**config.mk**
```make
export PLATFORM = sky130hd
export DESIGN_NAME = btb_controller_flat
export DESIGN_NICKNAME = d
export VERILOG_FILES = /design/src/rtl/btb_controller_if.sv /design/src/rtl/btb_controller.sv /design/src/flat_wrapper.sv
export SDC_FILE = /design/constraint.sdc
export NUM_CORES = 1
export LEC_CHECK = 0
export ABC_AREA = 1
export CORE_AREA = 2 2 227 229
export CTS_BUF_LIST = sky130_fd_sc_hd__clkbuf_8
export CTS_CLUSTER_SIZE = 8
export DETAILED_ROUTE_END_ITERATION = 6
export DIE_AREA = 0 0 229 231
export PLACE_DENSITY = 0.65
export SLEW_MARGIN = 20
export SYNTH_ARGS = -nofsm -noshare
export SYNTH_HDL_FRONTEND = slang
export SYNTH_SLANG_ARGS = --single-unit
export TNS_END_PERCENT = 1
```
**constraint.sdc**
```tcl
create_clock -name clk -period 2.4 [get_ports clk]
set_input_delay 0.24 -clock clk [delete_from_list [all_inputs] [get_ports clk]]
set_output_delay 0.24 -clock clk [all_outputs]
set_load 0.01 [all_outputs]
```
**src/rtl/btb_controller_if.sv**
```systemverilog
// Bundle of fetch, update and BTB file signals for btb_controller.
// slave = controller side, master = fetch/EX/file side.
interface btb_controller_if #(parameter int STAT_W = 16);
  logic [31:0]       pc_if;
  logic [2:0]        read_index;
  logic [127:0]      read_set;
  logic              predict_taken;
  logic [31:0]       predict_target;
  logic              upd_valid;
  logic [31:0]       upd_pc;
  logic [31:0]       upd_target;
  logic              upd_taken;
  logic              upd_pred_taken;
  logic [31:0]       upd_pred_target;
  logic [2:0]        update_index;
  logic [127:0]      update_set;
  logic [2:0]        write_index;
  logic [127:0]      write_set;
  logic              write_en;
  logic              clearing;
  logic [STAT_W-1:0] stat_updates;
  logic [STAT_W-1:0] stat_mispredicts;

  modport slave (
    input  pc_if, read_set, upd_valid, upd_pc, upd_target, upd_taken,
           upd_pred_taken, upd_pred_target, update_set,
    output read_index, predict_taken, predict_target, update_index,
           write_index, write_set, write_en, clearing, stat_updates,
           stat_mispredicts
  );

  modport master (
    output pc_if, read_set, upd_valid, upd_pc, upd_target, upd_taken,
           upd_pred_taken, upd_pred_target, update_set,
    input  read_index, predict_taken, predict_target, update_index,
           write_index, write_set, write_en, clearing, stat_updates,
           stat_mispredicts
  );
endinterface

```
**src/rtl/btb_controller.sv**
```systemverilog
// Lookup and read-modify-write control for an 8-set, 2-way BTB register file.
// Prediction is combinational; an update is captured at one edge and written at the next.
// No backpressure: one update per cycle is accepted, updates arriving during the clear sweep are dropped.
module btb_controller #(
  parameter int STAT_W = 16
) (
  input logic           clk,
  input logic           rst,
  btb_controller_if.slave bus
);

  typedef enum logic [1:0] {CLEAR, IDLE, WRITE} state_t;

  state_t            state;
  logic [2:0]        clr_cnt;
  logic [31:0]       pend_pc;
  logic [31:0]       pend_target;
  logic              pend_taken;
  logic [127:0]      set_hold;
  logic [STAT_W-1:0] n_upd;
  logic [STAT_W-1:0] n_mis;

  // Fetch-side lookup
  logic [63:0] rw0, rw1, rsel;
  logic        rhit0, rhit1;

  assign rw0   = bus.read_set[63:0];
  assign rw1   = bus.read_set[127:64];
  assign rhit0 = rw0[63] && (rw0[62:36] == bus.pc_if[31:5]);
  assign rhit1 = rw1[63] && (rw1[62:36] == bus.pc_if[31:5]);
  assign rsel  = rhit0 ? rw0 : rw1;

  assign bus.read_index     = bus.pc_if[4:2];
  assign bus.predict_taken  = (state != CLEAR) && (rhit0 || rhit1) && rsel[1];
  assign bus.predict_target = bus.predict_taken ? rsel[35:4] : bus.pc_if + 32'd4;

  // Execute-side read-modify-write of the pending set
  logic [63:0]  uw0, uw1, hw, nw;
  logic         uhit0, uhit1, hway, victim, lru_new;
  logic [127:0] rmw_set;
  logic         rmw_changes;

  assign uw0   = bus.update_set[63:0];
  assign uw1   = bus.update_set[127:64];
  assign uhit0 = uw0[63] && (uw0[62:36] == pend_pc[31:5]);
  assign uhit1 = uw1[63] && (uw1[62:36] == pend_pc[31:5]);
  assign hway  = ~uhit0;
  assign hw    = uhit0 ? uw0 : uw1;

  // Build the new set: touched way gets its new contents, LRU bit lives at set bit 2
  always_comb begin
    rmw_set = bus.update_set;
    nw      = '0;
    victim  = 1'b0;
    lru_new = bus.update_set[2];
    if (uhit0 || uhit1) begin
      nw      = hw;
      nw[3:2] = 2'b00;
      if (pend_taken) begin
        nw[35:4] = pend_target;
        if (hw[1:0] != 2'd3) nw[1:0] = hw[1:0] + 2'd1;
      end else if (hw[1:0] != 2'd0) begin
        nw[1:0] = hw[1:0] - 2'd1;
      end
      victim  = hway;
      lru_new = ~hway;
    end else if (pend_taken) begin
      nw = {1'b1, pend_pc[31:5], pend_target, 2'b00, 2'b10};
      if (!uw0[63])      victim = 1'b0;
      else if (!uw1[63]) victim = 1'b1;
      else               victim = bus.update_set[2];
      lru_new = ~victim;
    end
    if (uhit0 || uhit1 || pend_taken) begin
      if (victim) rmw_set[127:64] = nw;
      else        rmw_set[63:0]   = nw;
      rmw_set[2] = lru_new;
    end
  end

  assign rmw_changes = (rmw_set != bus.update_set);

  // File port drive; rst gates the write so a dropped update never commits
  assign bus.update_index = (state == WRITE) ? pend_pc[4:2] : 3'd0;
  assign bus.write_index  = (state == CLEAR) ? clr_cnt :
                            (state == WRITE) ? pend_pc[4:2] : 3'd0;
  assign bus.write_en     = !rst && ((state == CLEAR) || ((state == WRITE) && rmw_changes));
  assign bus.write_set    = (state == CLEAR) ? 128'd0 :
                            (state == WRITE) ? rmw_set : set_hold;
  assign bus.clearing         = (state == CLEAR);
  assign bus.stat_updates     = n_upd;
  assign bus.stat_mispredicts = n_mis;

  logic upd_mis;
  assign upd_mis = (bus.upd_pred_taken != bus.upd_taken) ||
                   (bus.upd_taken && (bus.upd_pred_target != bus.upd_target));

  // State machine: clear sweep, update capture, statistics
  always_ff @(posedge clk) begin
    if (rst) begin
      state       <= CLEAR;
      clr_cnt     <= 3'd0;
      pend_pc     <= 32'd0;
      pend_target <= 32'd0;
      pend_taken  <= 1'b0;
      set_hold    <= 128'd0;
      n_upd       <= '0;
      n_mis       <= '0;
    end else begin
      if (state == WRITE) set_hold <= rmw_set;
      case (state)
        CLEAR: begin
          clr_cnt <= clr_cnt + 3'd1;
          if (clr_cnt == 3'd7) state <= IDLE;
        end
        default: begin
          if (bus.upd_valid) begin
            pend_pc     <= bus.upd_pc;
            pend_target <= bus.upd_target;
            pend_taken  <= bus.upd_taken;
            state       <= WRITE;
            if (n_upd != '1) n_upd <= n_upd + 1'b1;
            if (upd_mis && (n_mis != '1)) n_mis <= n_mis + 1'b1;
          end else begin
            state <= IDLE;
          end
        end
      endcase
    end
  end

endmodule
```
**src/flat_wrapper.sv**
```systemverilog
// flat-port wrapper written by rule: the top's interface ports become plain ports
module btb_controller_flat 
#(
  parameter int STAT_W = 16
)
  (clk, rst, bus_pc_if, bus_read_set, bus_upd_valid, bus_upd_pc, bus_upd_target, bus_upd_taken, bus_upd_pred_taken, bus_upd_pred_target, bus_update_set, bus_read_index, bus_predict_taken, bus_predict_target, bus_update_index, bus_write_index, bus_write_set, bus_write_en, bus_clearing, bus_stat_updates, bus_stat_mispredicts);
  btb_controller_if #(.STAT_W(STAT_W)) bus_i ();
  input logic clk;
  input logic rst;
  input wire logic [$bits(bus_i.pc_if)-1:0] bus_pc_if;
  input wire logic [$bits(bus_i.read_set)-1:0] bus_read_set;
  input wire logic [$bits(bus_i.upd_valid)-1:0] bus_upd_valid;
  input wire logic [$bits(bus_i.upd_pc)-1:0] bus_upd_pc;
  input wire logic [$bits(bus_i.upd_target)-1:0] bus_upd_target;
  input wire logic [$bits(bus_i.upd_taken)-1:0] bus_upd_taken;
  input wire logic [$bits(bus_i.upd_pred_taken)-1:0] bus_upd_pred_taken;
  input wire logic [$bits(bus_i.upd_pred_target)-1:0] bus_upd_pred_target;
  input wire logic [$bits(bus_i.update_set)-1:0] bus_update_set;
  output wire logic [$bits(bus_i.read_index)-1:0] bus_read_index;
  output wire logic [$bits(bus_i.predict_taken)-1:0] bus_predict_taken;
  output wire logic [$bits(bus_i.predict_target)-1:0] bus_predict_target;
  output wire logic [$bits(bus_i.update_index)-1:0] bus_update_index;
  output wire logic [$bits(bus_i.write_index)-1:0] bus_write_index;
  output wire logic [$bits(bus_i.write_set)-1:0] bus_write_set;
  output wire logic [$bits(bus_i.write_en)-1:0] bus_write_en;
  output wire logic [$bits(bus_i.clearing)-1:0] bus_clearing;
  output wire logic [$bits(bus_i.stat_updates)-1:0] bus_stat_updates;
  output wire logic [$bits(bus_i.stat_mispredicts)-1:0] bus_stat_mispredicts;
  assign bus_i.pc_if = bus_pc_if;
  assign bus_i.read_set = bus_read_set;
  assign bus_i.upd_valid = bus_upd_valid;
  assign bus_i.upd_pc = bus_upd_pc;
  assign bus_i.upd_target = bus_upd_target;
  assign bus_i.upd_taken = bus_upd_taken;
  assign bus_i.upd_pred_taken = bus_upd_pred_taken;
  assign bus_i.upd_pred_target = bus_upd_pred_target;
  assign bus_i.update_set = bus_update_set;
  assign bus_read_index = bus_i.read_index;
  assign bus_predict_taken = bus_i.predict_taken;
  assign bus_predict_target = bus_i.predict_target;
  assign bus_update_index = bus_i.update_index;
  assign bus_write_index = bus_i.write_index;
  assign bus_write_set = bus_i.write_set;
  assign bus_write_en = bus_i.write_en;
  assign bus_clearing = bus_i.clearing;
  assign bus_stat_updates = bus_i.stat_updates;
  assign bus_stat_mispredicts = bus_i.stat_mispredicts;
  btb_controller #(.STAT_W(STAT_W)) u_core (.clk(clk), .rst(rst), .bus(bus_i));
endmodule
```
# --- Word-level counts from Yosys, hierarchy flattened ---
# Index checks and enable logic that the tools add are counted.
word_totals:
  word_cells: 79
  inputBits: 389
  out_inout_bits: 204
  ff_bits: 230
classes:
  n_bitwise: 3
  muxes: 27
  eq_ne: 13
  addsub: 6
  reduce_logical: 22
op_table:
  columns: ["op", "count"]
  rows:
  - ["2-to-1 mux 128 bit", 3]
  - ["2-to-1 mux 64 bit", 5]
  - ["inequality test 128 bit", 1]
  - ["equality test 27 bit", 4]
  - ["2-to-1 mux 32 bit", 2]
  - ["2-to-1 mux 36 bit", 1]
  - ["adder 16 x 1 -> 16 bit (second input constant)", 2]
  - ["adder 32 x 3 -> 32 bit (second input constant)", 1]
  - ["inequality test 16 bit (second input constant)", 2]
  - ["inequality test 32 bit", 1]
  - ["2-to-1 mux 2 bit", 6]
  - ["logical AND 1 bit", 10]
  - ["2-to-1 mux 1 bit", 8]
  - ["2-to-1 mux 3 bit", 2]
  - ["AND reduction 3 bit", 2]
  - ["logical OR 1 bit", 5]
  - ["nonzero test 2 bit", 2]
  - ["adder 3 x 1 -> 3 bit (second input constant)", 1]
  - ["equality test 3 bit (second input constant)", 1]
  - ["inverter 1 bit", 3]
  - ["adder 2 x 1 -> 2 bit (second input constant)", 1]
  - ["equality test 2 bit (second input constant)", 1]
  - ["logical NOT 2 bit", 1]
  - ["inequality test 2 x 1 -> 1 bit (second input constant)", 1]
  - ["other kinds (5)", 5]

# --- Depth between registers and ports, before layout ---
# Gate-level depths: netlist (run 1).
depth:
  depth_word: 13
  depth_mapped: 25
  depth_no_buf: 24

# --- Least setup slack after synthesis (run 1) ---
# No wires, ideal clock.
synth_path:
  path_type: "flip-flop to output port"
  startpoint: "register u_core.pend_pc[17]"
  endpoint: "output bus_write_en"
  path_stages_with_launch: 24
  arrival_ps: 2247
  path_buffers: 3
  required_ps: 2160
  slack_ps: -87
  path_cell_list: "dfxtp_1 buf_2 xnor2_1 nand2_1 nor2_1 nand2_1 nor2_1 nand2_1 nand2_2 nand2_4 nand2_4 inv_2 buf_6 buf_2 nand3_1 nand2_1 nor2_1 nand3_1 nor2_1 nand2_1 nor2_1 nand3_1 nor2_1 nor2_1"
synth_via:
  elab_chain_cells: 13
  word_cells_on_any_way: 27
synth_lines:
  columns: ["element", "line_no", "source"]
  rows:
  - ["start, declared", "btb_controller.sv:16", "logic [31:0] pend_pc;"]
  - ["start signal, assigned", "btb_controller.sv:118", "pend_pc <= bus.upd_pc;"]
  - ["equality test 27 bit", "btb_controller.sv:45", "assign uhit0 = uw0[63] && (uw0[62:36] == pend_pc[31:5]);"]
  - ["logical AND 1 bit", "btb_controller.sv:45", null]
  - ["2-to-1 mux 64 bit", "btb_controller.sv:48", "assign hw = uhit0 ? uw0 : uw1;"]
  - ["subtractor 2 x 1 -> 2 bit (tied with other cells)", "btb_controller.sv:63", "nw[1:0] = hw[1:0] - 2'd1;"]
  - ["2-to-1 mux 2 bit (on tied branches)", "btb_controller.sv:62, btb_controller.sv:61", null]
  - ["2-to-1 mux 2 bit", "btb_controller.sv:59", "if (pend_taken) begin"]
  - ["2-to-1 mux 64 bit", "btb_controller.sv:56", "if (uhit0 || uhit1) begin"]
  - ["2-to-1 mux 64 bit", "btb_controller.sv:75", "if (victim) rmw_set[127:64] = nw;"]
  - ["2-to-1 mux 128 bit (*)", "btb_controller.sv:74", "if (uhit0 || uhit1 || pend_taken) begin"]
  - ["inequality test 128 bit (*)", "btb_controller.sv:81", "assign rmw_changes = (rmw_set != bus.update_set);"]
  - ["logical AND 1 bit (*)", "btb_controller.sv:87", "assign bus.write_en = !rst && ((state == CLEAR) || ((state == WRITE) && rmw_changes));"]
  - ["logical OR 1 bit (*)", "btb_controller.sv:87", null]
  - ["logical AND 1 bit (*)", "btb_controller.sv:87", null]
  - ["end, declared", "flat_wrapper.sv:25", "output wire logic [$bits(bus_i.write_en)-1:0] bus_write_en;"]
# Mark *: on every way between the ends. The rest lies on a longest branch, timed or not.

# --- Worst setup path in the final report (run 1) ---
layout_path:
  startpoint: "register u_core.pend_pc[13]"
  endpoint: "output bus_write_en"
# Same word-level chain as after synthesis.

==> impl_metrics.toml, run 1 <==
[logic_synthesis]
syn-cell-area_um2 = 18500
ys_seq_area_share_pct = 24.7
synth_nets = 3674
synthDistinctLibCells = 55
synth_area_leaders = "dfxtp_1, nand2_1, nor2_1"
async_flop_share_pct = 0
synth_seq_cells = 228
yosysTopAreaCell = "dfxtp_1"
synth_warnings = 0
synth_top_cell_area_share_pct = 24.7
avgSynthCellArea_um2 = 5.64
synth_edf_count = 0
synth_cells = 3280
ys.flop_type = "dfxtp_1"

[routing]
wl_mm = 121
vias = 28800
drc = 18
wire_per_inst_um = 22.7
via_per_inst = 5.41
ant_nets = 0
dr.pass1.iters = 7
drt_iter0_drc = 3132

[floorplan]
fp.dieH_um = 231
initial_core_util_pct = 36.5
fp.dieArea_um2 = 52900
rows = 83
io_pins = 593
core-area_um2 = 50700
die_w_um = 229

[finish]
syn_to_final_growth_pct = 86.8
drive_gt1_share_pct = 34.4
nets = 4997

[clock_network]
clk_pin_slew_worst_paths_ns = 0.06
worst_skew_pair.late_latency_ns = 0.64
cts.sinks = 228
cts_tree = "built"
root_buffer = "clkbuf_8"
cts_buffer_depth = 3
cts_buffers = 42
cts_htree_levels = 2

[setup_path]
path_class = "reg -> out"
endpoint_kind = "output port"
slowest_stage = "dfxtp_2"
slowest_delay_ns = 0.34
start_kind = "flip-flop"
worstPathArrival_ns = 3.86
path_common_cell = "nand2_1"
cp.required_ns = 2.16
cp_max_fo = 6

[placed_design]
place_congestion = 1.10
hpwl_mm = 95.7
io_buffers = 584
pre_cts_slack_ns = -2.11

[global_route]
grt_start_max_net_pins = 96
antenna_found_initial = 4
grt_pass1_wl_mm = 172
grt_pass1_vias = 27100
grt_overflow_total = 0
grt_util_all_layers_pct = 43.6

[flow_run]
cap_viol_max_count = 0

[outcome]
outcome = "complete, but fails checks"
failed_checks = "design-rule violations, negative setup slack"

[pwr]
power_leakage_nw = 16.6
vdd_drop_max_mv = 0.467
power_density_nw_per_um2 = 306

[timing]
timing.final.ws_setup_ns = -1.70
worst_hold_slack_ns = 0.158
period_share_pct = 171
worst_pin_slew_ns = 0.702
fin_worst_skew_ns = 0.0282
fmax_mhz = 244
maxSlewHeadroom_pct = 53.1
hold_viol_final = 0
min_period_ns = 4.10
rsz0062_at_grt = "yes"
slew_viol_final = 0
setup_viol = 291
finalSetupTns_ns = -214.71

[hold_path]
hold_path.class = "in -> reg"
sequential cells by signal, summed over array words and instances, names as in the netlist:
register                     cells
u_core.state                     2
u_core.pend_target              32
u_core.bus.stat_mispredicts     16
u_core.clr_cnt                   3
u_core.pend_pc                  30
u_core.bus.stat_updates         16
u_core.pend_taken                1
u_core.set_hold                128
final cells by class:
cell class	count	area (um2)
Timing Repair Buffer	1446	13100
Clock inverter	22	119
Antenna cell	5	12.5
Tap cell	680	851
Inverter	322	1250
Clock buffer	50	688
Fill cell	4651	16100
Sequential cell	228	4620
Timing Repair inverter	1	11.3
Multi-Input combinational cell	2562	13800
metrics by stage:
stage	cell area (um2)	util (%)	total power, mW	cells
after floorplan	18600	-	4.74	3280
after global placement	30700	60.6	6.65	5153
after detailed placement	30700	60.6	6.64	5153
after CTS	33600	66.2	10.4	5295
after global routing	34500	68.1	10.9	5313
final	34500	68.2	10.6	5316
cells by family (layout without fill, tap and decap cells):
kind of cell             count (synthesis)  after routing  synth area share, %
AO/OA/AOI/OAI                          458            458                 13.2
XOR/XNOR                                58             58                 2.75
multiplexers                            56             56                 3.03
adder cells (fa/ha/maj)                  5              5                0.338
AND/OR/NAND/NOR                       1985           1985                 45.4
flip-flops                             228            228                 24.7
buffers and inverters                  490           1841                 10.6
other                                    0              5                    0
cells in the final DEF, fill, tap and decap left out, types with 116 or more instances in the layout:
master and instances:
clkdlybuf4s50_1 414, nand2_2 116, o21ai_2 121, inv_1 259, nor2_1 446, dfxtp_1 202, nand2_1 824, nand3_1 261
buf_4 733, o21ai_0 144
power breakdown:
| group | internal [mW] | switching [mW] |
|---|---|---|
| combinational | 1.51 | 1.47 |
| clock | 1.90 | 1.84 |
| sequential | 3.82 | 0.0295 |
| total | 7.23 | 3.34 |
worst max-delay path, delay by kind of cell (launching register included):
family	cells	cell delay, ns
buf+inv	7	0.85
flops	1	0.34
simple gates	18	1.99
synthesized netlist by cell type (7+ instances only):
master / instances
buf_1: 15
nor2_1: 517
or2_2: 20
clkbuf_1: 98
xor2_1: 37
nand3_1: 303
o21ai_0: 326
nand2_1: 957
xnor2_1: 21
o22ai_1: 7
nor3_1: 27
mux2i_1: 56
buf_2: 40
inv_1: 265
dfxtp_1: 228
o2111ai_1: 9
buf_4: 12
inv_2: 46
clkinv_1: 11
nand4_1: 109
a21oi_1: 34
nor4_1: 18
o211ai_1: 9
o21ai_1: 42
per-layer routing:
layer	share of wire, %	global-route usage, %	up-vias	wire length [um]
met1	37	50.5	13200	44300
met3	9.5	9.12	447	11400
met5	0	0	-	0
li1	-	-	13400	-
met2	45	71.4	1722	54400
met4	8.7	31.4	0	10500
final timing paths:
path	start	depth (start not counted)	endpoint	slack (ns)
setup reg to reg	u_core.pend_pc[19]	30	u_core.pend_pc[19]	-1.64
setup / recovery	u_core.pend_pc[13]	25	bus_write_en	-1.70
hold / removal	bus_upd_pc[15]	3	u_core.pend_pc[15]	0.16
hold reg to reg	u_core.pend_target[12]	2	u_core.pend_target[12]	0.47
what timing repair did:
action,4_1_cts,5_1_grt
hold endpoints to repair,6,0
buffers inserted,55,15
setup endpoints to repair,297,302
hold buffers,1,0
resized for setup,847,452
gates cloned,15,1
pin swaps,120,87
No activity file was read; power rests on OpenSTA's default activity.
==> inputs of run 2 (changes only) <==
Settings changed: CORE_AREA 2 2 227 229 to 2 2 229 231, CTS_CLUSTER_DIAMETER from default to 80, DIE_AREA 0 0 229 231 to 0 0 231 233, PLACE_DENSITY 0.65 to 0.62.
Clock period 2.4 ns to 4.3 ns, I/O delays scaled along.
==> run 2 against run 1 <==
Against the previous run: the flow finishes with violations (negative setup slack); global-route usage is 3.5 points lower; critical path depth is 2 higher; combinational power is 53% lower; sequential power is 44% lower; utilization is 10 points lower; via count is 8.6% lower; first-iteration DRC count is 9.5% lower; clock-buffer cell count is 11 lower; non-clock buffer count is 363 lower.
==> impl_metrics.toml, run 2 (synthesis gave the netlist of run 1 again) <==
[setup_path]
endpoint_kind = "output port"
cp_max_fo = 10
path_class = "reg -> out"
start_kind = "flip-flop"
cp.required_ns = 3.87
regToRegSetupSlack_ns = 1.19
worstPathArrival_ns = 3.92

[placed_design]
io_buffers = 584
pre_cts_slack_ns = -0.777
place_congestion = 1.09
hpwl_mm = 92.0

[floorplan]
initial_core_util_pct = 36.2
die_w_um = 231
fp.dieArea_um2 = 53800
fp.dieH_um = 233
core-area_um2 = 51100
io_pins = 593
rows = 83

[routing]
vias = 26300
wl_mm = 112
wire_per_inst_um = 22.7
drc = 0
drt_iter0_drc = 2834
dr.pass1.iters = 6
ant_nets = 0
via_per_inst = 5.34

[timing]
fmax_mhz = 230
maxSlewHeadroom_pct = 41.8
timing.final.ws_setup_ns = -0.0466
fin_worst_skew_ns = 0.0387
worst_pin_slew_ns = 0.873
rsz0062_at_grt = "yes"
min_period_ns = 4.35
setup_viol = 8
hold_viol_final = 0
slew_viol_final = 0
period_share_pct = 101

[finish]
multi_input_area_um2 = 12300
nFillCells = 5331
drive_gt1_share_pct = 17.4
largest_register = "u_core.set_hold"
final_util_pct = 58.1
syn_to_final_growth_pct = 60.6
most-common-layout-cells = "nand2_1, nor2_1, clkdlybuf4s50_1"
seq_area_um2 = 4590
nets = 4627
largest_reg_flops = 128
reg_top3 = "u_core.set_hold (128), u_core.pend_target (32), u_core.pend_pc (30)"
final_common_cell = "nand2_1"

[pwr]
power_density_nw_per_um2 = 182
power_leakage_nw = 15.0
vdd_drop_max_mv = 0.250

[clock_network]
clk_pin_slew_worst_paths_ns = 0.07
cts_tree = "built"
root_buffer = "clkbuf_8"
cts_htree_levels = 2
cts_buffers = 36
cts.sinks = 228
worst_skew_pair.late_latency_ns = 0.63
cts_buffer_depth = 3

[outcome]
outcome = "complete, but fails checks"
failed_checks = "negative setup slack"

[global_route]
grt_pass1_vias = 24500
antenna_found_initial = 7
grt_overflow_total = 0
grt_start_max_net_pins = 106
grt_pass1_wl_mm = 159
grt_util_all_layers_pct = 40.0

[flow_run]
cap_viol_max_count = 0

[hold_path]
hold_path.class = "in -> reg"
run 2: worst paths after layout:
kind / from / endpoint / cells past startpoint
max: u_core.pend_pc[12] / bus_write_en / 27
min: rst / u_core.set_hold[67] / 2
max reg2reg: u_core.pend_pc[12] / u_core.set_hold[29] / 25
min reg2reg: u_core.pend_target[14] / u_core.pend_target[14] / 2
run 2: per-stage QoR:
stage	hold slack, ns	area, um2	cells	total power, mW	setup TNS (ns)
2_1_floorplan	0.447	18500	3280	2.65	0
3_3_place_gp	0.460	28400	4866	3.53	-35.45
3_5_place_dp	0.464	28400	4866	3.52	-30.54
4_1_cts	0.173	29100	4913	5.39	-2.22
5_1_grt	0.232	29700	4922	5.60	-2.16
6_report	0.221	29700	4924	5.39	-0.166
run 2: area by class of cell:
type | count | area share (%)
Multi-Input combinational cell | 2562 | 41.6
Timing Repair Buffer | 1083 | 33.8
Sequential cell | 228 | 15.4
Inverter | 322 | 4.12
Tap cell | 680 | 2.86
Clock buffer | 39 | 1.81
Clock inverter | 7 | 0.324
Antenna cell | 3 | 0.0253
run 2: report_power, final:
part	leakage [nW]	total [mW]	switching (mW)	internal, mW
combinational	12.8	1.39	0.719	0.667
sequential	1.84	2.15	0.0144	2.14
clock	0.329	1.86	0.959	0.896
total	15.0	5.39	1.69	3.70
run 2: layer usage:
| metal | GRT usage, % | vias to the layer above | share of wire (%) | wire length [um] |
|---|---|---|---|---|
| met5 | 0 | - | 0.034 | 38 |
| met4 | 23.4 | 6 | 6.9 | 7680 |
| met3 | 7.27 | 291 | 9.9 | 11100 |
| met2 | 64.0 | 1490 | 44 | 49100 |
| met1 | 50.3 | 11900 | 39 | 43700 |
| li1 | - | 12600 | - | - |
run 2: critical path, cell delays in order, from the launching register on:
cell and delay (ns):
dfxtp_2 0.34, buf_12 0.12, inv_2 0.05, nand2_2 0.08, buf_4 0.12, nand2_1 0.04, nor2_1 0.12, nand2_1 0.10
nor2_4 0.12, nand2_2 0.08, nor2_4 0.14, nor2_2 0.07, buf_12 0.14, nor2_4 0.12, buf_12 0.14, clkbuf_16 0.16
nand2_1 0.07, nand2_1 0.14, nand2_1 0.11, nand3_1 0.08, nand4_1 0.20, nor2_1 0.18, nand2_1 0.06, nor2_1 0.08
nand2_1 0.09, nor2_4 0.13, nor2_2 0.07, clkbuf_2 0.13
run 2: what timing repair did:
item	4_1_cts	5_1_grt
gates resized for setup	126	161
hold buffers	0	0
buffers inserted	0	5
gates cloned	1	3
pin swaps	0	22
setup endpoints to repair	129	124
